===== src/rtl/instr_decode_stage.sv =====
`default_nettype none
// ============================================================================
// Module   : instr_decode_stage
// Brief    : RV32I decode stage with a 2-entry skid buffer toward execute.
//            Optional macro DECODE_ILLEGAL_TRAP_EN flags illegal encodings.
// Revision : 1.0
// ============================================================================
module instr_decode_stage #(
    parameter int              XLEN     = 32,
    parameter logic [XLEN-1:0] RESET_PC = '0
) (
    input  logic            i_clk,
    input  logic            i_reset_n,
    input  logic            i_flush,
    input  logic            i_if_valid,
    output logic            o_if_ready,
    input  logic [31:0]     i_if_instr,
    input  logic [XLEN-1:0] i_if_pc,
    output logic            o_id_valid,
    input  logic            i_id_ready,
    output logic [XLEN-1:0] o_pc,
    output logic [4:0]      o_rd,
    output logic [4:0]      o_rs1,
    output logic [4:0]      o_rs2,
    output logic [31:0]     o_imm,
    output logic [3:0]      o_alu_op,
    output logic            o_alu_src_imm,
    output logic            o_reg_write,
    output logic            o_mem_read,
    output logic            o_mem_write,
    output logic            o_branch,
    output logic            o_jump,
    output logic            o_illegal
);

    localparam logic [6:0] c_op_r      = 7'b0110011;
    localparam logic [6:0] c_op_i      = 7'b0010011;
    localparam logic [6:0] c_op_load   = 7'b0000011;
    localparam logic [6:0] c_op_store  = 7'b0100011;
    localparam logic [6:0] c_op_branch = 7'b1100011;
    localparam logic [6:0] c_op_jal    = 7'b1101111;
    localparam logic [6:0] c_op_jalr   = 7'b1100111;
    localparam logic [6:0] c_op_lui    = 7'b0110111;

    localparam logic [3:0] c_alu_add    = 4'd0;
    localparam logic [3:0] c_alu_sub    = 4'd1;
    localparam logic [3:0] c_alu_pass_b = 4'd10;

    typedef struct packed {
        logic [XLEN-1:0] pc;
        logic [4:0]      rd;
        logic [4:0]      rs1;
        logic [4:0]      rs2;
        logic [31:0]     imm;
        logic [3:0]      alu_op;
        logic            alu_src_imm;
        logic            reg_write;
        logic            mem_read;
        logic            mem_write;
        logic            branch;
        logic            jump;
        logic            illegal;
    } entry_t;

    typedef enum logic [1:0] {
        ST_EMPTY = 2'd0,
        ST_ONE   = 2'd1,
        ST_TWO   = 2'd2
    } state_t;

    // alt selects SUB (funct3=000) or SRA (funct3=101)
    function automatic logic [3:0] alu_from_funct3(input logic [2:0] f3, input logic alt);
        case (f3)
            3'b000:  alu_from_funct3 = alt ? 4'd1 : 4'd0;
            3'b001:  alu_from_funct3 = 4'd2;
            3'b010:  alu_from_funct3 = 4'd3;
            3'b011:  alu_from_funct3 = 4'd4;
            3'b100:  alu_from_funct3 = 4'd5;
            3'b101:  alu_from_funct3 = alt ? 4'd7 : 4'd6;
            3'b110:  alu_from_funct3 = 4'd8;
            default: alu_from_funct3 = 4'd9;
        endcase
    endfunction

    logic [6:0] w_opcode;
    logic [2:0] w_funct3;
    logic [6:0] w_funct7;
    logic       w_sign;
    entry_t     w_dec;

    assign w_opcode = i_if_instr[6:0];
    assign w_funct3 = i_if_instr[14:12];
    assign w_funct7 = i_if_instr[31:25];
    assign w_sign   = i_if_instr[31];

    always_comb begin
        w_dec       = '0;
        w_dec.pc    = i_if_pc;
        w_dec.rd    = i_if_instr[11:7];
        w_dec.rs1   = i_if_instr[19:15];
        w_dec.rs2   = i_if_instr[24:20];
        case (w_opcode)
            c_op_r: begin
                w_dec.alu_op    = alu_from_funct3(w_funct3, w_funct7[5]);
                w_dec.reg_write = 1'b1;
                if (w_funct7 != 7'h00 && w_funct7 != 7'h20)
                    w_dec.illegal = 1'b1;
                if (w_funct7 == 7'h20 && w_funct3 != 3'b000 && w_funct3 != 3'b101)
                    w_dec.illegal = 1'b1;
            end
            c_op_i: begin
                w_dec.imm         = {{20{w_sign}}, i_if_instr[31:20]};
                w_dec.alu_op      = alu_from_funct3(w_funct3, (w_funct3 == 3'b101) && w_funct7[5]);
                w_dec.alu_src_imm = 1'b1;
                w_dec.reg_write   = 1'b1;
            end
            c_op_load: begin
                w_dec.imm         = {{20{w_sign}}, i_if_instr[31:20]};
                w_dec.alu_src_imm = 1'b1;
                w_dec.reg_write   = 1'b1;
                w_dec.mem_read    = 1'b1;
                w_dec.illegal     = (w_funct3 != 3'b010);
            end
            c_op_store: begin
                w_dec.imm         = {{20{w_sign}}, i_if_instr[31:25], i_if_instr[11:7]};
                w_dec.alu_src_imm = 1'b1;
                w_dec.mem_write   = 1'b1;
                w_dec.illegal     = (w_funct3 != 3'b010);
            end
            c_op_branch: begin
                w_dec.imm    = {{19{w_sign}}, w_sign, i_if_instr[7], i_if_instr[30:25],
                                i_if_instr[11:8], 1'b0};
                w_dec.alu_op = c_alu_sub;
                w_dec.branch = 1'b1;
            end
            c_op_jal: begin
                w_dec.imm         = {{11{w_sign}}, w_sign, i_if_instr[19:12], i_if_instr[20],
                                     i_if_instr[30:21], 1'b0};
                w_dec.alu_src_imm = 1'b1;
                w_dec.reg_write   = 1'b1;
                w_dec.jump        = 1'b1;
            end
            c_op_jalr: begin
                w_dec.imm         = {{20{w_sign}}, i_if_instr[31:20]};
                w_dec.alu_src_imm = 1'b1;
                w_dec.reg_write   = 1'b1;
                w_dec.jump        = 1'b1;
            end
            c_op_lui: begin
                w_dec.imm         = {i_if_instr[31:12], 12'b0};
                w_dec.alu_op      = c_alu_pass_b;
                w_dec.alu_src_imm = 1'b1;
                w_dec.reg_write   = 1'b1;
            end
            default: w_dec.illegal = 1'b1;
        endcase
`ifdef DECODE_ILLEGAL_TRAP_EN
        if (w_dec.illegal) begin
            w_dec.reg_write = 1'b0;
            w_dec.mem_read  = 1'b0;
            w_dec.mem_write = 1'b0;
            w_dec.branch    = 1'b0;
            w_dec.jump      = 1'b0;
        end
`else
        // Illegal words become a NOP that never reports itself
        if (w_dec.illegal) begin
            w_dec.imm         = '0;
            w_dec.alu_op      = c_alu_add;
            w_dec.alu_src_imm = 1'b0;
            w_dec.reg_write   = 1'b0;
            w_dec.mem_read    = 1'b0;
            w_dec.mem_write   = 1'b0;
            w_dec.branch      = 1'b0;
            w_dec.jump        = 1'b0;
            w_dec.illegal     = 1'b0;
        end
`endif
    end

    state_t r_state;
    logic   r_if_ready;
    logic   r_id_valid;
    entry_t r_m;
    entry_t r_s;
    logic   w_accept;
    logic   w_take;

    assign w_accept = i_if_valid && r_if_ready;
    assign w_take   = r_id_valid && i_id_ready;

    always_ff @(posedge i_clk or negedge i_reset_n) begin
        if (!i_reset_n) begin
            r_state    <= ST_EMPTY;
            r_if_ready <= 1'b1;
            r_id_valid <= 1'b0;
            r_m        <= '0;
            r_m.pc     <= RESET_PC;
            r_s        <= '0;
        end else if (i_flush) begin
            r_state    <= ST_EMPTY;
            r_if_ready <= 1'b1;
            r_id_valid <= 1'b0;
        end else begin
            case (r_state)
                ST_EMPTY: begin
                    if (w_accept) begin
                        r_m        <= w_dec;
                        r_id_valid <= 1'b1;
                        r_state    <= ST_ONE;
                    end
                end
                ST_ONE: begin
                    if (w_accept && w_take) begin
                        r_m <= w_dec;
                    end else if (w_accept) begin
                        r_s        <= w_dec;
                        r_if_ready <= 1'b0;
                        r_state    <= ST_TWO;
                    end else if (w_take) begin
                        r_id_valid <= 1'b0;
                        r_state    <= ST_EMPTY;
                    end
                end
                ST_TWO: begin
                    if (w_take) begin
                        r_m        <= r_s;
                        r_if_ready <= 1'b1;
                        r_state    <= ST_ONE;
                    end
                end
                default: begin
                    r_state    <= ST_EMPTY;
                    r_if_ready <= 1'b1;
                    r_id_valid <= 1'b0;
                end
            endcase
        end
    end

    assign o_if_ready    = r_if_ready;
    assign o_id_valid    = r_id_valid;
    assign o_pc          = r_m.pc;
    assign o_rd          = r_m.rd;
    assign o_rs1         = r_m.rs1;
    assign o_rs2         = r_m.rs2;
    assign o_imm         = r_m.imm;
    assign o_alu_op      = r_m.alu_op;
    assign o_alu_src_imm = r_m.alu_src_imm;
    assign o_reg_write   = r_m.reg_write;
    assign o_mem_read    = r_m.mem_read;
    assign o_mem_write   = r_m.mem_write;
    assign o_branch      = r_m.branch;
    assign o_jump        = r_m.jump;
    assign o_illegal     = r_m.illegal;

endmodule
`default_nettype wire


===== config.mk =====
export PLATFORM = sky130hd
export DESIGN_NAME = instr_decode_stage
export DESIGN_NICKNAME = d
export VERILOG_FILES = /design/src/rtl/instr_decode_stage.sv
export SDC_FILE = /design/constraint.sdc
export NUM_CORES = 1
export LEC_CHECK = 0
export CAP_MARGIN = 20
export CORE_ASPECT_RATIO = 1.4
export CORE_MARGIN = 4
export CORE_UTILIZATION = 36
export DETAILED_ROUTE_END_ITERATION = 16
export SETUP_SLACK_MARGIN = 0.05
export SYNTH_ARGS = -nofsm -noshare
export SYNTH_HDL_FRONTEND = slang
export SYNTH_SLANG_ARGS = --single-unit

===== constraint.sdc =====
create_clock -name i_clk -period 1.7 [get_ports i_clk]
set_input_delay 0.17 -clock i_clk [delete_from_list [all_inputs] [get_ports i_clk]]
set_output_delay 0.17 -clock i_clk [all_outputs]
set_load 0.01 [all_outputs]

==> impl_metrics.yaml, run 1 <==
cells_and_area:
  fillers: 2142
  area_growth_pct: 44.2
  nNetsFinal: 1197
  drive_gt1_share_pct: 17.0
  num_antenna_cells: 0
  fin_cells: 1441
setup_path:
  r2r-end: "o_imm[7]"
  startpoint_type: "flip-flop"
  reg2regPathDepth: 7
  worstReg2RegStart: "o_if_ready"
  arrival_ns: 2.09
  cp.required_ns: 2.01
  critPathMaxFanout: 10
  cp-end-kind: "flip-flop"
  crit_type: "reg2reg"
  ff2ff_setup_slack_ns: -0.08
synthesis:
  async_reset_ff_share_pct: 100
  synth.net_count: 971
  synth_seq_area_share_pct: 54.3
  ys_warn_count: 0
  syn_avg_cell_area_um2: 9.30
  synth_xor_area_share_pct: 0
  synth_cell_type_count: 53
  synth.top_cell.area_share_pct: 54.0
  ys_ff_latch: 182
  synthSimpleGateAreaFrac_pct: 18.1
  syn-cell-area_mm2: 0.00839
  yosysMostFrequentCell: "nand2_1"
  synth_compound_area_share_pct: 16.9
  synth_top_area_cell: "dfrtp_1"
  syn_inst: 902
  yosys-top-cells-count: "nand2_1 (266), dfrtp_1 (181), o21ai_0 (89)"
  synth_top_family_by_area: "simple AND/OR/NAND/NOR gates"
  synth_edf_count: 0
  synth_adder_area_share_pct: 0
  ys.flop_type: "dfrtp_1"
  synth_area_leaders: "dfrtp_1 (54%), nand2_1 (12%), mux2i_1 (6.8%)"
  synth_mux_area_share_pct: 7.34
cts:
  clockBufferDepth: 2
  cts.sinks: 182
  cts_htree_levels: 4
  clock_latency_ns: 0.43
  cts-root-buf: "clkbuf_16"
  cts_tree: "yes"
  cts_buffers: 17
  cts.clk_slew.worst_paths_ns: 0.06
floorplanning:
  die_w_um: 137
  rows: 65
  start_util_pct: 36.8
  die_h_um: 189
  io_pins: 161
  die_area_mm2: 0.0258
  core-area_mm2: 0.0228
sta:
  fin_hold_ws_ns: 0.245
  setup_violations: 28
  fin_ws_ns: -0.0775
  max_freq_mhz: 563
  rsz0062_at_grt: "true"
  fin_crit_ns: 1.78
  clock_skew_ns: 0.00822
  period_share_pct: 105
  final_hold_viol_count: 0
  slew_viol_final: 0
drt:
  dr.pass1.iters: 5
  drt-wirelength-per-cell_um: 17.3
  drtIter0Drc: 359
  drc: 0
  ant_nets: 0
  routed_wl_um: 25000
  vias: 7268
  viasPerCell: 5.04
global_route:
  overflow: 0
  antenna_found_initial: 0
  grt_pass1_wl_um: 39000
  grt_max_degree: 54
  grt_usage_pct: 19.1
  grt_pass1_vias: 7299
placed_design:
  numPortBuffers: 159
  gp_congestion: 0.860
  placed_cells: 1386
  dp_hpwl_um: 17200
  place_ws_ns: -0.688
job:
  max-cap-violations: 0
run_status:
  status: "finished, violations left"
  failed_checks: "negative setup slack"
power_and_ir_drop:
  ir_drop_uv: 698
  p_per_area_mw_per_mm2: 1190
  power_mw: 14.4
  leakage_nw: 5.31
min_path:
  hold_path_class: "in2async"
[area by class of cell]
type                    count  area, um^2  share of cell area [%]
flip-flops and latches    182        4560                    37.7
multi-input cells         654        3760                    31.1
repair buffers            270        2820                    23.4
clock buffers              23         478                    3.95
well taps                 301         377                    3.12
clock inverters             8        75.1                   0.621
inverters                   3        16.3                   0.135
[report_power, final]
| part | internal (mW) | total [mW] | switching (mW) | leakage (nW) |
|---|---|---|---|---|
| registers | 5.59 | 6.27 | 0.679 | 2.35 |
| logic | 2.35 | 4.38 | 2.03 | 2.69 |
| clock network | 2.12 | 3.80 | 1.67 | 0.273 |
[through the flow]
stage | TNS, ns | area (um^2) | util (%)
floorplan | 0 | 8440 | -
global placement | -44.41 | 11000 | 48.3
detailed placement | -46.80 | 11000 | 48.3
CTS | -0.502 | 11700 | 51.3
global route | -5.60 | 12100 | 53.1
finish | -0.642 | 12100 | 53.1
[worst max-delay path by stage]
stage	startpoint	endpoint	slack (ns)	cells past startpoint
2_1_floorplan	o_if_ready	o_imm[10]	0.03	7
3_3_place_gp	i_if_instr[4]	o_imm[27]	-0.62	6
3_5_place_dp	i_if_instr[4]	r_s[38]	-0.69	6
4_1_cts	o_if_ready	o_imm[10]	-0.07	7
5_1_grt	o_if_ready	o_imm[15]	-0.14	7
6_report	o_if_ready	o_imm[7]	-0.08	7
[registers in the layout, indices dropped and copies added (netlist names), 2 cells and up]
signal,flops
o_alu_op,4
o_imm,32
o_pc,32
o_rd,5
o_rs1,5
o_rs2,5
r_s,89
r_state,2
[repair_timing]
item	4_1_cts	5_1_grt
endpoints found under the hold margin	42	0
endpoints found under the setup margin	80	176
pin swaps	6	15
cloned	1	6
resized for setup	32	70
setup buffers	6	10
hold buffers	1	0
[layout by cell type, fill, tap and decap left out, drive strengths merged, types with 13 or more instances in the layout]
master	n
o211ai	14
nand2	266
nor2	36
a21oi	47
buf	105
mux2i	57
dfrtp	181
clkbuf	29
a22o	13
clkdlybuf4s50	150
nand3	16
o22ai	23
and2	13
o21ai	96
[metal layers]
metal / part of all wire (%) / track usage [%] / wire, um / vias to the layer above
li1: - / - / - / 3541
met1: 43 / 24.7 / 10700 / 3511
met4: 2.1 / 6.07 / 536 / 0
met2: 51 / 32.3 / 12800 / 184
met5: 0 / 0 / 0 / -
met3: 3.9 / 3.45 / 981 / 32
[cell families (layout without fill, tap and decap cells)]
group	count (synthesis)	in the layout
AO/OA/AOI/OAI	230	231
flip-flops	182	182
AND/OR/NAND/NOR	361	361
buffers and inverters	67	304
multiplexers	61	61
other	1	1
[critical path, stage by stage (launching register included)]
cell,delay (ns)
dfstp_2,0.55
nand3b_1,0.16
a21oi_2,0.22
o21ba_4,0.17
buf_12,0.15
buf_12,0.13
mux2i_1,0.19
o21ai_1,0.08
Power figures use the tool's default switching activity.
==> inputs of run 2 (changes only) <==
--- a/config.mk
+++ b/config.mk
@@ -10,6 +10,7 @@
 export CORE_MARGIN = 4
 export CORE_UTILIZATION = 36
 export DETAILED_ROUTE_END_ITERATION = 16
+export GPL_TIMING_DRIVEN = 0
 export SETUP_SLACK_MARGIN = 0.05
 export SYNTH_ARGS = -nofsm -noshare
 export SYNTH_HDL_FRONTEND = slang
==> impl_metrics.yaml, run 2 (synthesis results as in run 1) <==
global_route:
  overflow: 0
  grt_max_degree: 105
  grt_pass1_wl_um: 42500
  grt_usage_pct: 21.3
  antenna_found_initial: 0
  grt_pass1_vias: 7547
setup_path:
  reg2regPathDepth: 8
  critPathSlowestCell: "dfstp_2"
  ff2ff_setup_slack_ns: -0.10
  startpoint: "o_if_ready"
  r2r-end: "o_imm[25]"
  cp-end-kind: "flip-flop"
  path_cells: "nand3b_1 > a21oi_2 > o21ba_4 > buf_12 > buf_12 > clkbuf_16 > nand3_2 > o211ai_1"
  arrival_ns: 2.15
  worstReg2RegStart: "o_if_ready"
  critPathMaxFanout: 6
  crit_path_frequent_cell: "buf_12"
  max_stage_delay_ns: 0.54
  startpoint_type: "flip-flop"
  cp.required_ns: 2.05
  crit_type: "reg2reg"
  endpoint: "o_imm[25]"
placed_design:
  dp_hpwl_um: 18700
  place_ws_ns: -0.953
  gp_congestion: 0.884
  numPortBuffers: 157
floorplanning:
  io_pins: 161
  rows: 65
  die_h_um: 189
  die_w_um: 137
  core-area_mm2: 0.0228
  start_util_pct: 36.8
  die_area_mm2: 0.0258
power_and_ir_drop:
  p_per_area_mw_per_mm2: 1230
  power_mw: 15.4
  leakage_nw: 5.29
  ir_drop_uv: 783
sta:
  fin_ws_ns: -0.104
  clock_skew_ns: 0.00739
  fin_hold_ws_ns: 0.281
  slew_viol_final: 0
  worst_pin_slew_ns: 0.629
  fin_crit_ns: 1.80
  period_share_pct: 106
  setup_violations: 63
  slew_headroom_pct: 58.0
  rsz0062_at_grt: "true"
  tns_ns: -4.04
  max_freq_mhz: 554
  final_hold_viol_count: 0
cts:
  cts.clk_slew.worst_paths_ns: 0.07
  cts_htree_levels: 4
  cts-root-buf: "clkbuf_16"
  cts_tree: "yes"
  clock_latency_ns: 0.44
  clockBufferDepth: 2
  cts.sinks: 182
  cts_buffers: 17
cells_and_area:
  largest_register_ffs: 89
  drive_gt1_share_pct: 23.1
  fillers: 2038
  multiInputGateArea_mm2: 0.00414
  area_growth_pct: 49.1
  ff_latch_area_mm2: 0.00456
  final_common_cell: "nand2_1"
  nNetsFinal: 1183
  regMostFlops: "r_s"
  num_antenna_cells: 0
  final_cell_mix: "nand2_1 (223), dfrtp_1 (179), clkdlybuf4s50_1 (149), o21ai_1 (64), mux2i_1 (56)"
drt:
  ant_nets: 0
  drc: 0
  dr.pass1.iters: 5
  viasPerCell: 5.24
  vias: 7477
  routed_wl_um: 27600
  drtIter0Drc: 461
  drt-wirelength-per-cell_um: 19.4
min_path:
  min_path_cells: 3
  hold_path_class: "in2reg"
run_status:
  status: "finished, violations left"
  failed_checks: "negative setup slack"
job:
  max-cap-violations: 0
[run 2: metal layers]
layer | wire length, um | vias up | GRT usage [%]
met5 | 0 | - | 0
met3 | 1050 | 34 | 3.29
met4 | 453 | 0 | 6.34
li1 | - | 3523 | -
met1 | 11700 | 3731 | 26.9
met2 | 14400 | 189 | 37.2
[run 2: worst max-delay path, delay by kind of cell (launching register included)]
family / cells / cell delay [ns]
compound gates: 3 / 0.54
simple gates: 2 / 0.21
flops: 1 / 0.54
buf+inv: 3 / 0.41
[run 2: how the worst min path moves through the flow]
stage | startpoint | slack, ns | endpoint
2_1_floorplan | i_reset_n | -0.13 | o_alu_op[0]
3_3_place_gp | r_s[17] | 0.46 | r_s[17]
3_5_place_dp | i_reset_n | 0.21 | o_id_valid
4_1_cts | i_if_pc[11] | 0.26 | r_s[69]
5_1_grt | i_if_pc[5] | 0.29 | r_s[63]
6_report | i_if_pc[25] | 0.28 | r_s[83]
[run 2: what timing repair did]
item	4_1_cts	5_1_grt
gates resized for setup	203	168
hold buffers	1	0
endpoints found under the hold margin	77	0
pin swaps	27	60
buffers inserted	22	4
endpoints found under the setup margin	180	179
gates cloned	4	7
[run 2: stage by stage]
step                instance area, um^2  std cells  util [%]
global placement                  10400       1360      45.6
finish                            12500       1426      54.9
global route                      12500       1426      54.9
CTS                               11900       1416      52.4
floorplan                          8440        902         -
detailed placement                10400       1361      45.7
[run 2: area by class of cell]
class,count,area share [%]
clock inverter,7,0.960
inverter,3,0.130
timing repair buffer,195,16.6
sequential,182,36.4
multi-input combinational,654,33.1
buffer,61,5.87
clock buffer,23,3.90
tap,301,3.01
[run 2: report_power, final]
| group | leakage [nW] | internal (mW) | switching (mW) |
|---|---|---|---|
| sequential | 2.35 | 5.59 | 0.797 |
| clock | 0.295 | 2.46 | 1.71 |
| combinational | 2.65 | 2.63 | 2.26 |
==> inputs of run 3 (changes only) <==
--- a/config.mk
+++ b/config.mk
@@ -5,13 +5,14 @@
 export SDC_FILE = /design/constraint.sdc
 export NUM_CORES = 1
 export LEC_CHECK = 0
-export CAP_MARGIN = 20
+export CAP_MARGIN = 10
 export CORE_ASPECT_RATIO = 1.4
 export CORE_MARGIN = 4
 export CORE_UTILIZATION = 36
 export DETAILED_ROUTE_END_ITERATION = 16
 export GPL_TIMING_DRIVEN = 0
 export SETUP_SLACK_MARGIN = 0.05
+export SLEW_MARGIN = 20
 export SYNTH_ARGS = -nofsm -noshare
 export SYNTH_HDL_FRONTEND = slang
 export SYNTH_SLANG_ARGS = --single-unit
==> impl_metrics.yaml, run 3 (synthesis results as in run 1) <==
run_status:
  status: "finished, violations left"
  failed_checks: "negative setup slack"
sta:
  period_share_pct: 106
  final_hold_viol_count: 0
  worst_pin_slew_ns: 0.594
  max_freq_mhz: 554
  fin_ws_ns: -0.105
  clock_skew_ns: 0.00943
  fin_crit_ns: 1.81
  slew_headroom_pct: 60.4
  rsz0062_at_grt: "true"
  slew_viol_final: 0
  tns_ns: -4.85
  setup_violations: 70
global_route:
  grt_pass1_wl_um: 42900
  overflow: 0
  grt_max_degree: 87
  grt_pass1_vias: 7553
  grt_usage_pct: 21.4
  antenna_found_initial: 1
setup_path:
  cp.required_ns: 2.01
  ff2ff_setup_slack_ns: -0.11
  reg2regPathDepth: 8
  cp-end-kind: "flip-flop"
  crit_path_frequent_cell: "buf_6"
  max_stage_delay_ns: 0.55
  critPathSlowestCell: "dfstp_2"
  arrival_ns: 2.11
  r2r-end: "o_pc[14]"
  critPathMaxFanout: 10
  path_cells: "nand3b_1 > a21oi_4 > o21bai_2 > buf_6 > buf_6 > buf_6 > nand2_1 > o21ai_0"
  worstReg2RegStart: "o_if_ready"
  crit_type: "reg2reg"
  startpoint_type: "flip-flop"
power_and_ir_drop:
  ir_drop_uv: 743
  leakage_nw: 5.39
  swShare_pct: 30.7
  p_sw_mw: 4.82
  pwr-share-comb_pct: 31.1
  power.share.sequential_pct: 41.1
  power_mw: 15.7
  internal_power_mw: 10.9
  power_frac_clock_pct: 27.8
  p_per_area_mw_per_mm2: 1230
cells_and_area:
  post-route-util_pct: 56.1
  final_cell_mix: "nand2_1 (182), dfrtp_1 (179), clkdlybuf4s50_1 (149), nand2_2 (61), mux2i_1 (56)"
  final_common_cell: "nand2_1"
  regMostFlops: "r_s"
  largest_register_ffs: 89
  area_growth_pct: 52.4
  drive_gt1_share_pct: 26.7
  nNetsFinal: 1190
drt:
  routed_wl_um: 28500
  drt-wirelength-per-cell_um: 19.9
  wl_met3_um: 1170
  top_layer: "met4"
  drc: 0
  viasPerCell: 5.27
  ant_nets: 0
  drtIter0Drc: 440
  wl_met2_um: 15100
  wl_met1_um: 11500
  dr.pass1.iters: 5
  vias: 7561
floorplanning:
  core-area_mm2: 0.0228
  die_area_mm2: 0.0258
  die_w_um: 137
  start_util_pct: 36.8
  die_h_um: 189
  io_pins: 161
  rows: 65
min_path:
  holdCritStartpoint: "i_if_instr[26]"
  hold_path_class: "in2reg"
  worst_hold_path.endpoint: "r_s[17]"
  min_path_cells: 3
cts:
  cts_htree_levels: 4
  clockBufferDepth: 2
  cts.sinks: 182
  cts_tree: "yes"
  clock_latency_ns: 0.43
  cts.clk_slew.worst_paths_ns: 0.07
  cts-root-buf: "clkbuf_16"
  cts_buffers: 17
placed_design:
  numPortBuffers: 157
  gp_congestion: 0.884
  dp_hpwl_um: 19000
job:
  max-cap-violations: 0
run 3: power by group through the flow:
| stage | Clock (mW) | Combinational [mW] | Sequential, mW |
|---|---|---|---|
| 2_1_floorplan | 0 | 1.56 | 6.57 |
| 3_3_place_gp | 0 | 4.13 | 6.32 |
| 3_5_place_dp | 0 | 4.19 | 6.35 |
| 4_1_cts | 4.45 | 4.48 | 6.28 |
| 5_1_grt | 4.60 | 5.34 | 6.61 |
| 6_report | 4.36 | 4.88 | 6.45 |
run 3: critical path, delay by kind of cell, from the launching register on:
kind / cells / cell delay (ns)
flops: 1 / 0.55
buf+inv: 3 / 0.48
compound gates: 3 / 0.42
simple gates: 2 / 0.23
run 3: timing repair:
action	4_1_cts	5_1_grt
gates cloned	6	14
pin swaps	17	137
endpoints found under the setup margin	180	179
resized for setup	166	224
setup buffers	13	10
hold buffers	1	0
endpoints found under the hold margin	45	0
run 3: worst max-delay path by stage:
stage          cells past startpoint        end            from  slack [ns]
5_1_grt                            8   o_pc[18]      o_if_ready       -0.22
6_report                           8   o_pc[14]      o_if_ready       -0.11
3_3_place_gp                       1   o_pc[24]       i_reset_n       -7.55
4_1_cts                            8   o_pc[12]      o_if_ready        -0.1
3_5_place_dp                       6    r_s[19]  i_if_instr[14]       -0.96
2_1_floorplan                      7  o_imm[10]      o_if_ready        0.03
run 3: metal layers:
metal | global-route usage [%] | up-vias
met3 | 3.69 | 48
met4 | 7.83 | 0
met1 | 26.8 | 3739
met2 | 36.8 | 234
li1 | - | 3540
met5 | 0 | -
run 3: layout make-up:
cell class	count	area (um^2)
clock buffer	24	502
multi-input combinational	654	4290
clock inverter	7	141
inverter	3	23.8
timing repair buffer	202	2220
antenna	1	2.50
sequential	182	4560
buffer	61	666
fill	2059	9990
tap	301	377
run 3: through the flow:
| stage | area, um^2 | worst slack (ns) | std cells | hold WS, ns |
|---|---|---|---|---|
| 4_1_cts | 11800 | -0.0956 | 1410 | 0.216 |
| 2_1_floorplan | 8440 | 0.0317 | 902 | -0.126 |
| 5_1_grt | 12800 | -0.221 | 1435 | 0.135 |
| 3_5_place_dp | 10400 | -0.961 | 1362 | 0.102 |
| 3_3_place_gp | 10400 | -7.55 | 1360 | 0.456 |
| 6_report | 12800 | -0.105 | 1435 | 0.137 |
